<file path="src/rtl/simon_round_ctrl_pkg.sv">
// simon_round_ctrl_pkg: shared SIMON mode encodings, word sizes, round counts and round helpers.
package simon_round_ctrl_pkg;

    localparam logic SIMON_MODE_64_128  = 1'b0;
    localparam logic SIMON_MODE_128_128 = 1'b1;

    localparam int SIMON_WORD_64_128  = 32;
    localparam int SIMON_WORD_128_128 = 64;

    localparam logic [6:0] SIMON_ROUNDS_64_128  = 7'd44;
    localparam logic [6:0] SIMON_ROUNDS_128_128 = 7'd68;

    localparam logic [2:0] ST_IDLE  = 3'd0;
    localparam logic [2:0] ST_KEY   = 3'd1;
    localparam logic [2:0] ST_ISSUE = 3'd2;
    localparam logic [2:0] ST_BUSY  = 3'd3;
    localparam logic [2:0] ST_FIN   = 3'd4;

    function automatic logic [6:0] last_idx(input logic m);
        return (m == SIMON_MODE_128_128 ? SIMON_ROUNDS_128_128 : SIMON_ROUNDS_64_128) - 7'd1;
    endfunction

    function automatic logic [63:0] word_mask(input logic m);
        return m == SIMON_MODE_64_128 ? {{SIMON_WORD_64_128{1'b0}}, {SIMON_WORD_64_128{1'b1}}} : '1;
    endfunction

    // Left rotation within the active word size; 64/128 keeps the upper half zero.
    function automatic logic [63:0] rotl(input logic [63:0] x, input int s, input logic m);
        logic [31:0] h;
        h = x[31:0];
        return m == SIMON_MODE_64_128 ? {32'h0, (h << s) | (h >> (SIMON_WORD_64_128 - s))}
                                      : (x << s) | (x >> (SIMON_WORD_128_128 - s));
    endfunction

    function automatic logic [63:0] simon_f(input logic [63:0] x, input logic m);
        return (rotl(x, 1, m) & rotl(x, 8, m)) ^ rotl(x, 2, m);
    endfunction

endpackage

</file>
<file path="src/rtl/simon_round_ctrl_round.sv">
// simon_round: one SIMON round per accepted i_valid, result visible two edges after acceptance.
module simon_round
    import simon_round_ctrl_pkg::*;
#(
    parameter int SIMON_MAX_WORD_WIDTH = 64
) (
    input  logic                            ck,
    input  logic                            nrst,
    input  logic                            i_valid,
    input  logic                            mode,
    input  logic                            enc_dec,
    input  logic [SIMON_MAX_WORD_WIDTH-1:0] key,
    input  logic [SIMON_MAX_WORD_WIDTH-1:0] block1_in,
    input  logic [SIMON_MAX_WORD_WIDTH-1:0] block2_in,
    output logic [SIMON_MAX_WORD_WIDTH-1:0] block1_out,
    output logic [SIMON_MAX_WORD_WIDTH-1:0] block2_out
);

    logic [SIMON_MAX_WORD_WIDTH-1:0] x_q, x_d, y_q, y_d, k_q, k_d, o1_q, o1_d, o2_q, o2_d;
    logic                            m_q, m_d, e_q, e_d, v_q, v_d;

    // Decrypt is the exact inverse round: (x, y) -> (y, x ^ f(y) ^ k).
    always_comb begin
        v_d  = i_valid;
        x_d  = i_valid ? block1_in : x_q;
        y_d  = i_valid ? block2_in : y_q;
        k_d  = i_valid ? key : k_q;
        m_d  = i_valid ? mode : m_q;
        e_d  = i_valid ? enc_dec : e_q;
        o1_d = v_q ? (e_q ? y_q ^ simon_f(x_q, m_q) ^ k_q : y_q) & word_mask(m_q) : o1_q;
        o2_d = v_q ? (e_q ? x_q : x_q ^ simon_f(y_q, m_q) ^ k_q) & word_mask(m_q) : o2_q;
    end

    always_ff @(posedge ck) begin
        if (!nrst) begin
            x_q  <= '0;
            y_q  <= '0;
            k_q  <= '0;
            m_q  <= 1'b0;
            e_q  <= 1'b0;
            v_q  <= 1'b0;
            o1_q <= '0;
            o2_q <= '0;
        end else begin
            x_q  <= x_d;
            y_q  <= y_d;
            k_q  <= k_d;
            m_q  <= m_d;
            e_q  <= e_d;
            v_q  <= v_d;
            o1_q <= o1_d;
            o2_q <= o2_d;
        end
    end

    assign block1_out = o1_q;
    assign block2_out = o2_q;

endmodule

</file>
<file path="src/rtl/simon_round_ctrl.sv">
// simon_round_ctrl: sequences T SIMON rounds through one round datapath, fetching a key per round.
module simon_round_ctrl
    import simon_round_ctrl_pkg::*;
#(
    parameter int SIMON_MAX_WORD_WIDTH = 64
) (
    input  logic                            ck,
    input  logic                            nrst,
    input  logic                            start,
    input  logic                            mode,
    input  logic                            enc_dec,
    input  logic [SIMON_MAX_WORD_WIDTH-1:0] block1_in,
    input  logic [SIMON_MAX_WORD_WIDTH-1:0] block2_in,
    output logic                            ready,
    output logic [6:0]                      rk_addr,
    input  logic [SIMON_MAX_WORD_WIDTH-1:0] rk_data,
    output logic [SIMON_MAX_WORD_WIDTH-1:0] block1_out,
    output logic [SIMON_MAX_WORD_WIDTH-1:0] block2_out,
    output logic                            done
);

    logic [2:0]                      state_q, state_d;
    logic [6:0]                      idx_q, idx_d, rk_addr_q, rk_addr_d, first_idx, end_idx;
    logic                            mode_q, mode_d, enc_q, enc_d, done_q, done_d;
    logic [SIMON_MAX_WORD_WIDTH-1:0] x_q, x_d, y_q, y_d, b1_q, b1_d, b2_q, b2_d, rnd_x, rnd_y;

    assign first_idx = enc_q ? '0 : last_idx(mode_q);
    assign end_idx   = enc_q ? last_idx(mode_q) : '0;

    // rk_addr is loaded on entry to KEY so the key store output is ready by ISSUE.
    always_comb begin
        state_d   = state_q;
        idx_d     = idx_q;
        rk_addr_d = rk_addr_q;
        mode_d    = mode_q;
        enc_d     = enc_q;
        x_d       = x_q;
        y_d       = y_q;
        b1_d      = b1_q;
        b2_d      = b2_q;
        done_d    = 1'b0;
        case (state_q)
            ST_IDLE: if (start) begin
                state_d   = ST_KEY;
                mode_d    = mode;
                enc_d     = enc_dec;
                x_d       = block1_in;
                y_d       = block2_in;
                idx_d     = enc_dec ? '0 : last_idx(mode);
                rk_addr_d = idx_d;
            end
            ST_KEY:   state_d = ST_ISSUE;
            ST_ISSUE: state_d = ST_BUSY;
            ST_BUSY: if (idx_q == end_idx) begin
                state_d = ST_FIN;
            end else begin
                state_d   = ST_KEY;
                idx_d     = enc_q ? idx_q + 7'd1 : idx_q - 7'd1;
                rk_addr_d = idx_d;
            end
            ST_FIN: begin
                state_d = ST_IDLE;
                b1_d    = rnd_x;
                b2_d    = rnd_y;
                done_d  = 1'b1;
            end
            default: state_d = ST_IDLE;
        endcase
    end

    always_ff @(posedge ck or negedge nrst) begin
        if (!nrst) begin
            state_q   <= ST_IDLE;
            idx_q     <= '0;
            rk_addr_q <= '0;
            mode_q    <= 1'b0;
            enc_q     <= 1'b0;
            x_q       <= '0;
            y_q       <= '0;
            b1_q      <= '0;
            b2_q      <= '0;
            done_q    <= 1'b0;
        end else begin
            state_q   <= state_d;
            idx_q     <= idx_d;
            rk_addr_q <= rk_addr_d;
            mode_q    <= mode_d;
            enc_q     <= enc_d;
            x_q       <= x_d;
            y_q       <= y_d;
            b1_q      <= b1_d;
            b2_q      <= b2_d;
            done_q    <= done_d;
        end
    end

    simon_round #(
        .SIMON_MAX_WORD_WIDTH(SIMON_MAX_WORD_WIDTH)
    ) u_round (
        .ck         (ck),
        .nrst       (nrst),
        .i_valid    (state_q == ST_ISSUE),
        .mode       (mode_q),
        .enc_dec    (enc_q),
        .key        (rk_data),
        .block1_in  (idx_q == first_idx ? x_q : rnd_x),
        .block2_in  (idx_q == first_idx ? y_q : rnd_y),
        .block1_out (rnd_x),
        .block2_out (rnd_y)
    );

    assign ready      = state_q == ST_IDLE;
    assign rk_addr    = rk_addr_q;
    assign block1_out = b1_q;
    assign block2_out = b2_q;
    assign done       = done_q;

endmodule

</file>
<file path="config.mk">
export PLATFORM = sky130hd
export DESIGN_NAME = simon_round_ctrl
export DESIGN_NICKNAME = d
export VERILOG_FILES = /design/src/rtl/simon_round_ctrl_pkg.sv /design/src/rtl/simon_round_ctrl_round.sv /design/src/rtl/simon_round_ctrl.sv
export SDC_FILE = /design/constraint.sdc
export NUM_CORES = 1
export LEC_CHECK = 0
export BUFFER_PORTS_ARGS = -buffer_cell sky130_fd_sc_hd__buf_4
export CORE_MARGIN = 1.5
export CORE_UTILIZATION = 45
export CTS_CLUSTER_DIAMETER = 50
export DETAILED_ROUTE_END_ITERATION = 8
export PLACE_DENSITY_LB_ADDON = 0.3
export SETUP_SLACK_MARGIN = 0.02
export SYNTH_ARGS = -nofsm -noshare
export SYNTH_HDL_FRONTEND = slang
export SYNTH_SLANG_ARGS = --single-unit
</file>
<file path="constraint.sdc">
create_clock -name ck -period 3 [get_ports ck]
set_clock_uncertainty 0.15 [all_clocks]
set_input_delay 0.3 -clock ck [delete_from_list [all_inputs] [get_ports ck]]
set_output_delay 0.3 -clock ck [all_outputs]
set_load 0.02 [all_outputs]
</file>
; Yosys cells after proc, flatten, opt, wreduce, memory -nomap -nowiden
; Cells that the tools add are included.
[totals]
output_inout_bits = 137
ramBits = 0
latch_bits = 0
input_bits = 197
mem_bits_ro = 0
reg_bits = 592
n_memories = 0
[op_classes]
n_eq_ne = 8
order_cmp = 0
div = 0
shifts = 0
mul = 0
mux = 24
n_bitwise = 22
addsub = 4
reduce_logical = 4
[ops]
columns = operator, count
row1 = 64-bit two-way mux, 11
row2 = 64-bit bitwise XOR, 6
row3 = 64-bit AND, 4
row4 = 64-bit by 1-bit bitwise OR with 64-bit output, 2
row5 = 64-bit by 2-bit bitwise OR with 64-bit output, 2
row6 = 64-bit by 8-bit bitwise OR with 64-bit output, 2
row7 = 32-bit by 1-bit bitwise OR with 32-bit output, 2
row8 = 32-bit by 2-bit bitwise OR with 32-bit output, 2
row9 = 32-bit by 8-bit bitwise OR with 32-bit output, 2
row10 = 7-bit two-way mux, 8
row11 = 7-bit by 1-bit subtractor with 7-bit output (second input constant), 3
row12 = 7-bit equality test, 2
row13 = 7-bit one-hot mux with 2 select lines, 1
row14 = 3-bit one-hot mux with 4 select lines, 1
row15 = 7-bit by 1-bit adder with 7-bit output (second input constant), 1
row16 = 3-bit by 2-bit equality test with 1-bit output (second input constant), 2
row17 = 3-bit two-way mux, 2
row18 = 2-bit inequality test (second input constant), 2
row19 = 3-bit by 1-bit equality test with 1-bit output (second input constant), 1
row20 = 3-bit equality test (second input constant), 1
row21 = 3-bit logical NOT, 1
row22 = 3-bit AND reduction, 1
row23 = 2-bit AND reduction, 1
row24 = 2-bit nonzero test, 1
row25 = 1-bit two-way mux, 1

; Longest topological paths before layout
[logic_depth]
depth_word = 8
mapped_depth = 10

; Hierarchy
; Synthesis repeated with hierarchy kept, for this count alone.
[unflattened]
cells_unflattened = 2960
hier_area_um2 = 31173.6
[modules_own_cells]
columns = module, area_per_inst_um2, cells_each, instances
row1 = simon_round, 18535.3, 2167, 1
row2 = simon_round_ctrl, 12638.4, 793, 1

; Worst setup path after synthesis
; OpenSTA, ideal clock, no wires.
[synth_path]
path_type = register to register
startpoint = register enc_q
endpoint = register u_round.x_q[0]
n_path_buf = 3
stages_incl_launch_ff = 11
arrival_ns = 1.922
path_slack_ns = 0.854
setup_time_ns = 0.074
cell_sequence = dfrtp_1 -> buf_2 -> inv_1 -> ha_1 -> nor3_1 -> o2111a_1 -> or2_1 -> buf_6 -> buf_6 -> nand2_1 -> a31oi_1
[synth_between]
elab_chain_len = 3
[synth_lines]
columns = item, line
row1 = from (decl), simon_round_ctrl.sv:24  ; logic mode_q, mode_d, enc_q, enc_d, done_q, done_d;
row2 = from (signal assigned), simon_round_ctrl.sv:88  ; enc_q <= enc_d;
row3 = 7-bit two-way mux, simon_round_ctrl.sv:27  ; assign first_idx = enc_q ? '0 : last_idx(mode_q);
row4 = 7-bit equality test, simon_round_ctrl.sv:106  ; .block1_in (idx_q == first_idx ? x_q : rnd_x),
row5 = 64-bit two-way mux, simon_round_ctrl.sv:106
row6 = to (signal assigned), simon_round_ctrl_round.sv:36  ; x_q <= '0;
row7 = to (signal assigned), simon_round_ctrl_round.sv:45  ; x_q <= x_d;
row8 = to (decl), simon_round_ctrl_round.sv:19  ; logic [SIMON_MAX_WORD_WIDTH-1:0] x_q, x_d, y_q, y_d, k_q, k_d, o1_q, o1_d, o2_q, o2_d;
; Every way passes these cells.
; A chain may end at the register's enable or synchronous reset.

; Worst setup path after layout
[layout_path]
startpoint = register enc_q
endpoint = register u_round.x_q[42]
; The elaborated chain is that of the path after synthesis.

==> results.md <==
- Placer Congestion: 0.866
- Non-filler cells, final: 4535
- Mean Syn Cell Area: 8.81 um2
- CTS Buf Count: 71
- WL met3: 5.49 mm
- Outcome: finished clean
- Post-synthesis xor/xnor area fraction: 0.0685
- Share of post-route cells with drive strength above 1: 0.178
- Routed vias: 25000
- TNS Setup: 0 ns
- Peak VDD IR: 0.355 mV
- Vias per cell: 5.52
- R2R depth: 8
- Largest family of logic cells by synthesized area: simple AND/OR/NAND/NOR gates
- Initial DRC Count: 1886
- FF-to-FF Start: enc_q$_DFFE_PN0P_
- Total grt overflow: 0
- Rows: 92
- Synth Area in Adders: 0.00289
- Fin worst setup slack: 0.278 ns
- Largest net degree at the start of global routing: 138
- Yosys reg bits: 592
- M1 wire length: 39.7 mm
- Post-synth EDFFs: 0
- Die X: 255 um
- I/O pin total: 334
- Crit path max fanout: 42
- Initial Util: 0.454
- Later-pin clock latency in the skew report: 0.62 ns
- Most frequent cell after synthesis: nand2_1
- Initial antenna violation count: 0
- First-pass GRT wire length: 136 mm
- Period utilization: 0.907
- Mux contribution to synthesized area: 0.0815
- Filler cells: 5510
- Post-synth top flop: dfxtp_1
- Drt wl/cell: 19.5 um
- Hold Path Class: input port to register
- Hold_ws: 0.261 ns
- CTS clk-pin slew, worst paths: 0.06 ns
- CTS sink cnt: 592
- Synth cell count leaders: nand2_1 (954), dfxtp_1 (323), dfrtp_1 (269)
- Post-synth top area cell: dfrtp_1
- Total wire length: 88.5 mm
- RSZ-0062 raised after global routing: no
- Post-DP HPWL: 57.4 mm
- Element type at the critical path end: register
- CP Class: register to register
- Sequential-to-total area share from yosys stat: 0.463
- Max-Cap Viols: 0
- CTS tree: built
- Mapped Cells: 3239
- Worst slew pin tran: 0.888 ns
- Layout area overhead: 25.9%
- Final setup fails: 0
- Worst setup endpoint: u_round.x_q[42]$_SDFFE_PN0P_
- Leakage: 0.0159 uW
- Place WS: 0.341 ns
- Max clock buf depth: 3
- Post-route DRC: 0
- Clock root buffer: clkbuf_16
- Crit path launch: enc_q$_DFFE_PN0P_
- Met2 Wirelength: 40.3 mm
- Final-stage net count: 3833
- Setup Fix Bufs, Post-CTS: 0
- Simple-Gate Fraction of Synth Area: 0.202
- Critical Path AT: 3.10 ns
- Critical path required time: 3.38 ns
- Worst rel slew slack: 0.408
- Core area: 62900 um2
- Number of I/O port buffers: 333
- DR top layer: met4
- Setup slack, reg-to-reg: 0.28 ns
- Hold violation count in the final report: 0
- Netlist cell types: 61
- DP Cell Count: 4207
- Core Util, Final: 0.572
- Vias in the first global route: 23500
- Routed Antenna Nets: 0
- Max frequency: 367 MHz
- Crit start category: register
- Compound-Gate Fraction of Synth Area: 0.140
- Mapped cell area: 28500 um2
- Synth top area share: 0.236
- H-Tree Depth: 3
- Gr usage total: 0.269
- Die area: 64900 um2
- Max-slew violations: 0
- Die H: 255 um
- Ys async rst share: 0.454
- Synth warn: 0
- R2r endpoint: u_round.x_q[42]$_SDFFE_PN0P_
- Synth top area cells: dfrtp_1 (24%), dfxtp_1 (23%), nand2_1 (13%)
- TritonRoute pass-1 iters: 7
- Net Count, Synth: 3442
- Fin crit period: 2.72 ns
- Power Density: 496 nW/um2
-- registers in the layout, summed over array words and instances (netlist names) --
signal,cells
u_round.k_q,64
state_q,3
mode_q,1
u_round.y_q,64
u_round.block1_out,64
x_q,64
u_round.m_q,1
u_round.x_q,64
rk_addr,7
u_round.v_q,1
block1_out,64
enc_q,1
y_q,64
u_round.e_q,1
done,1
u_round.block2_out,64
block2_out,64
-- placed cells by master (no fill, tap or decap), types with 27 or more instances in the layout --
cell type / synthesis / final
mux2i_1: 35 / 35
nor3_1: 41 / 41
xnor2_1: 93 / 93
buf_4: 12 / 353
dlygate4sd3_1: 0 / 196
nand2_1: 954 / 953
o21ai_0: 221 / 221
or3_1: 27 / 27
a32oi_1: 32 / 32
nand3b_1: 37 / 37
mux2_2: 145 / 145
a21oi_1: 128 / 128
dfxtp_1: 323 / 320
dfrtp_1: 269 / 269
clkbuf_16: 0 / 74
and3b_1: 65 / 65
a21boi_0: 64 / 64
nor3b_1: 35 / 34
xor2_1: 125 / 125
nor2_1: 58 / 56
and2_1: 33 / 32
a31oi_1: 130 / 130
-- per-layer routing --
layer,GRT usage,vias to the layer above
met4,0.105,0
met1,0.378,12200
met2,0.417,861
li1,-,11800
met5,0,-
met3,0.0378,149
-- worst min-delay path by stage --
stage / start / endpoint / slack [ns] / depth (start not counted)
finish: block1_in[61] / x_q[61]$_DFFE_PN0P_ / 0.26 / 4
global route: block1_in[61] / x_q[61]$_DFFE_PN0P_ / 0.27 / 4
CTS: block2_in[60] / y_q[60]$_DFFE_PN0P_ / 0.24 / 4
detailed placement: y_q[9]$_DFFE_PN0P_ / y_q[9]$_DFFE_PN0P_ / 0.31 / 2
global placement: x_q[58]$_DFFE_PN0P_ / x_q[58]$_DFFE_PN0P_ / 0.31 / 2
floorplan: nrst / block1_out[0]$_DFFE_PN0P_ / -0.15 / 0
-- power breakdown --
group / switching [uW] / internal [uW] / total (uW)
clock: 3550 / 5390 / 8940
combinational: 371 / 462 / 833
sequential: 80.4 / 7980 / 8060
-- cell type report --
type	count	area (um2)	area share
Clock inverter	31	382	0.0106
Antenna cell	2	5.00	0.000139
Clock buffer	99	2040	0.0567
Multi-Input combinational cell	2389	14200	0.394
Sequential cell	592	13200	0.368
Tap cell	846	1060	0.0295
Inverter	5	21.3	0.000592
Timing Repair Buffer	571	5050	0.141
-- worst max-delay path, stage by stage (launching register included) --
cell	delay, ns
dfrtp_1	0.49
inv_1	0.23
ha_1	0.36
nor3_1	0.21
o2111a_1	0.29
or2_4	0.18
buf_4	0.40
nand2_1	0.11
a31oi_1	0.17
-- through the flow --
stage | power (uW) | cell area (um2)
floorplan | 8440 | 28500
global placement | 8830 | 31500
detailed placement | 8840 | 31500
CTS | 17900 | 35900
global route | 18300 | 35900
finish | 17800 | 35900
-- cell families (layout without fill, tap and decap cells) --
logic type / after synthesis / in the layout
adders and majority gates: 6 / 6
DFF: 592 / 592
buffers and inverters: 258 / 706
AOI/OAI and AO/OA: 667 / 667
muxes: 209 / 209
xor gates and xnor gates: 220 / 220
and+or+nand+nor: 1287 / 1287
other: 0 / 2
-- timing repair --
action / 4_1_cts / 5_1_grt
hold endpoints to repair: 437 / 0
gates resized for setup: 0 / 0
hold buffers: 196 / 0
Note: power is estimated with default switching activity, not from simulation.
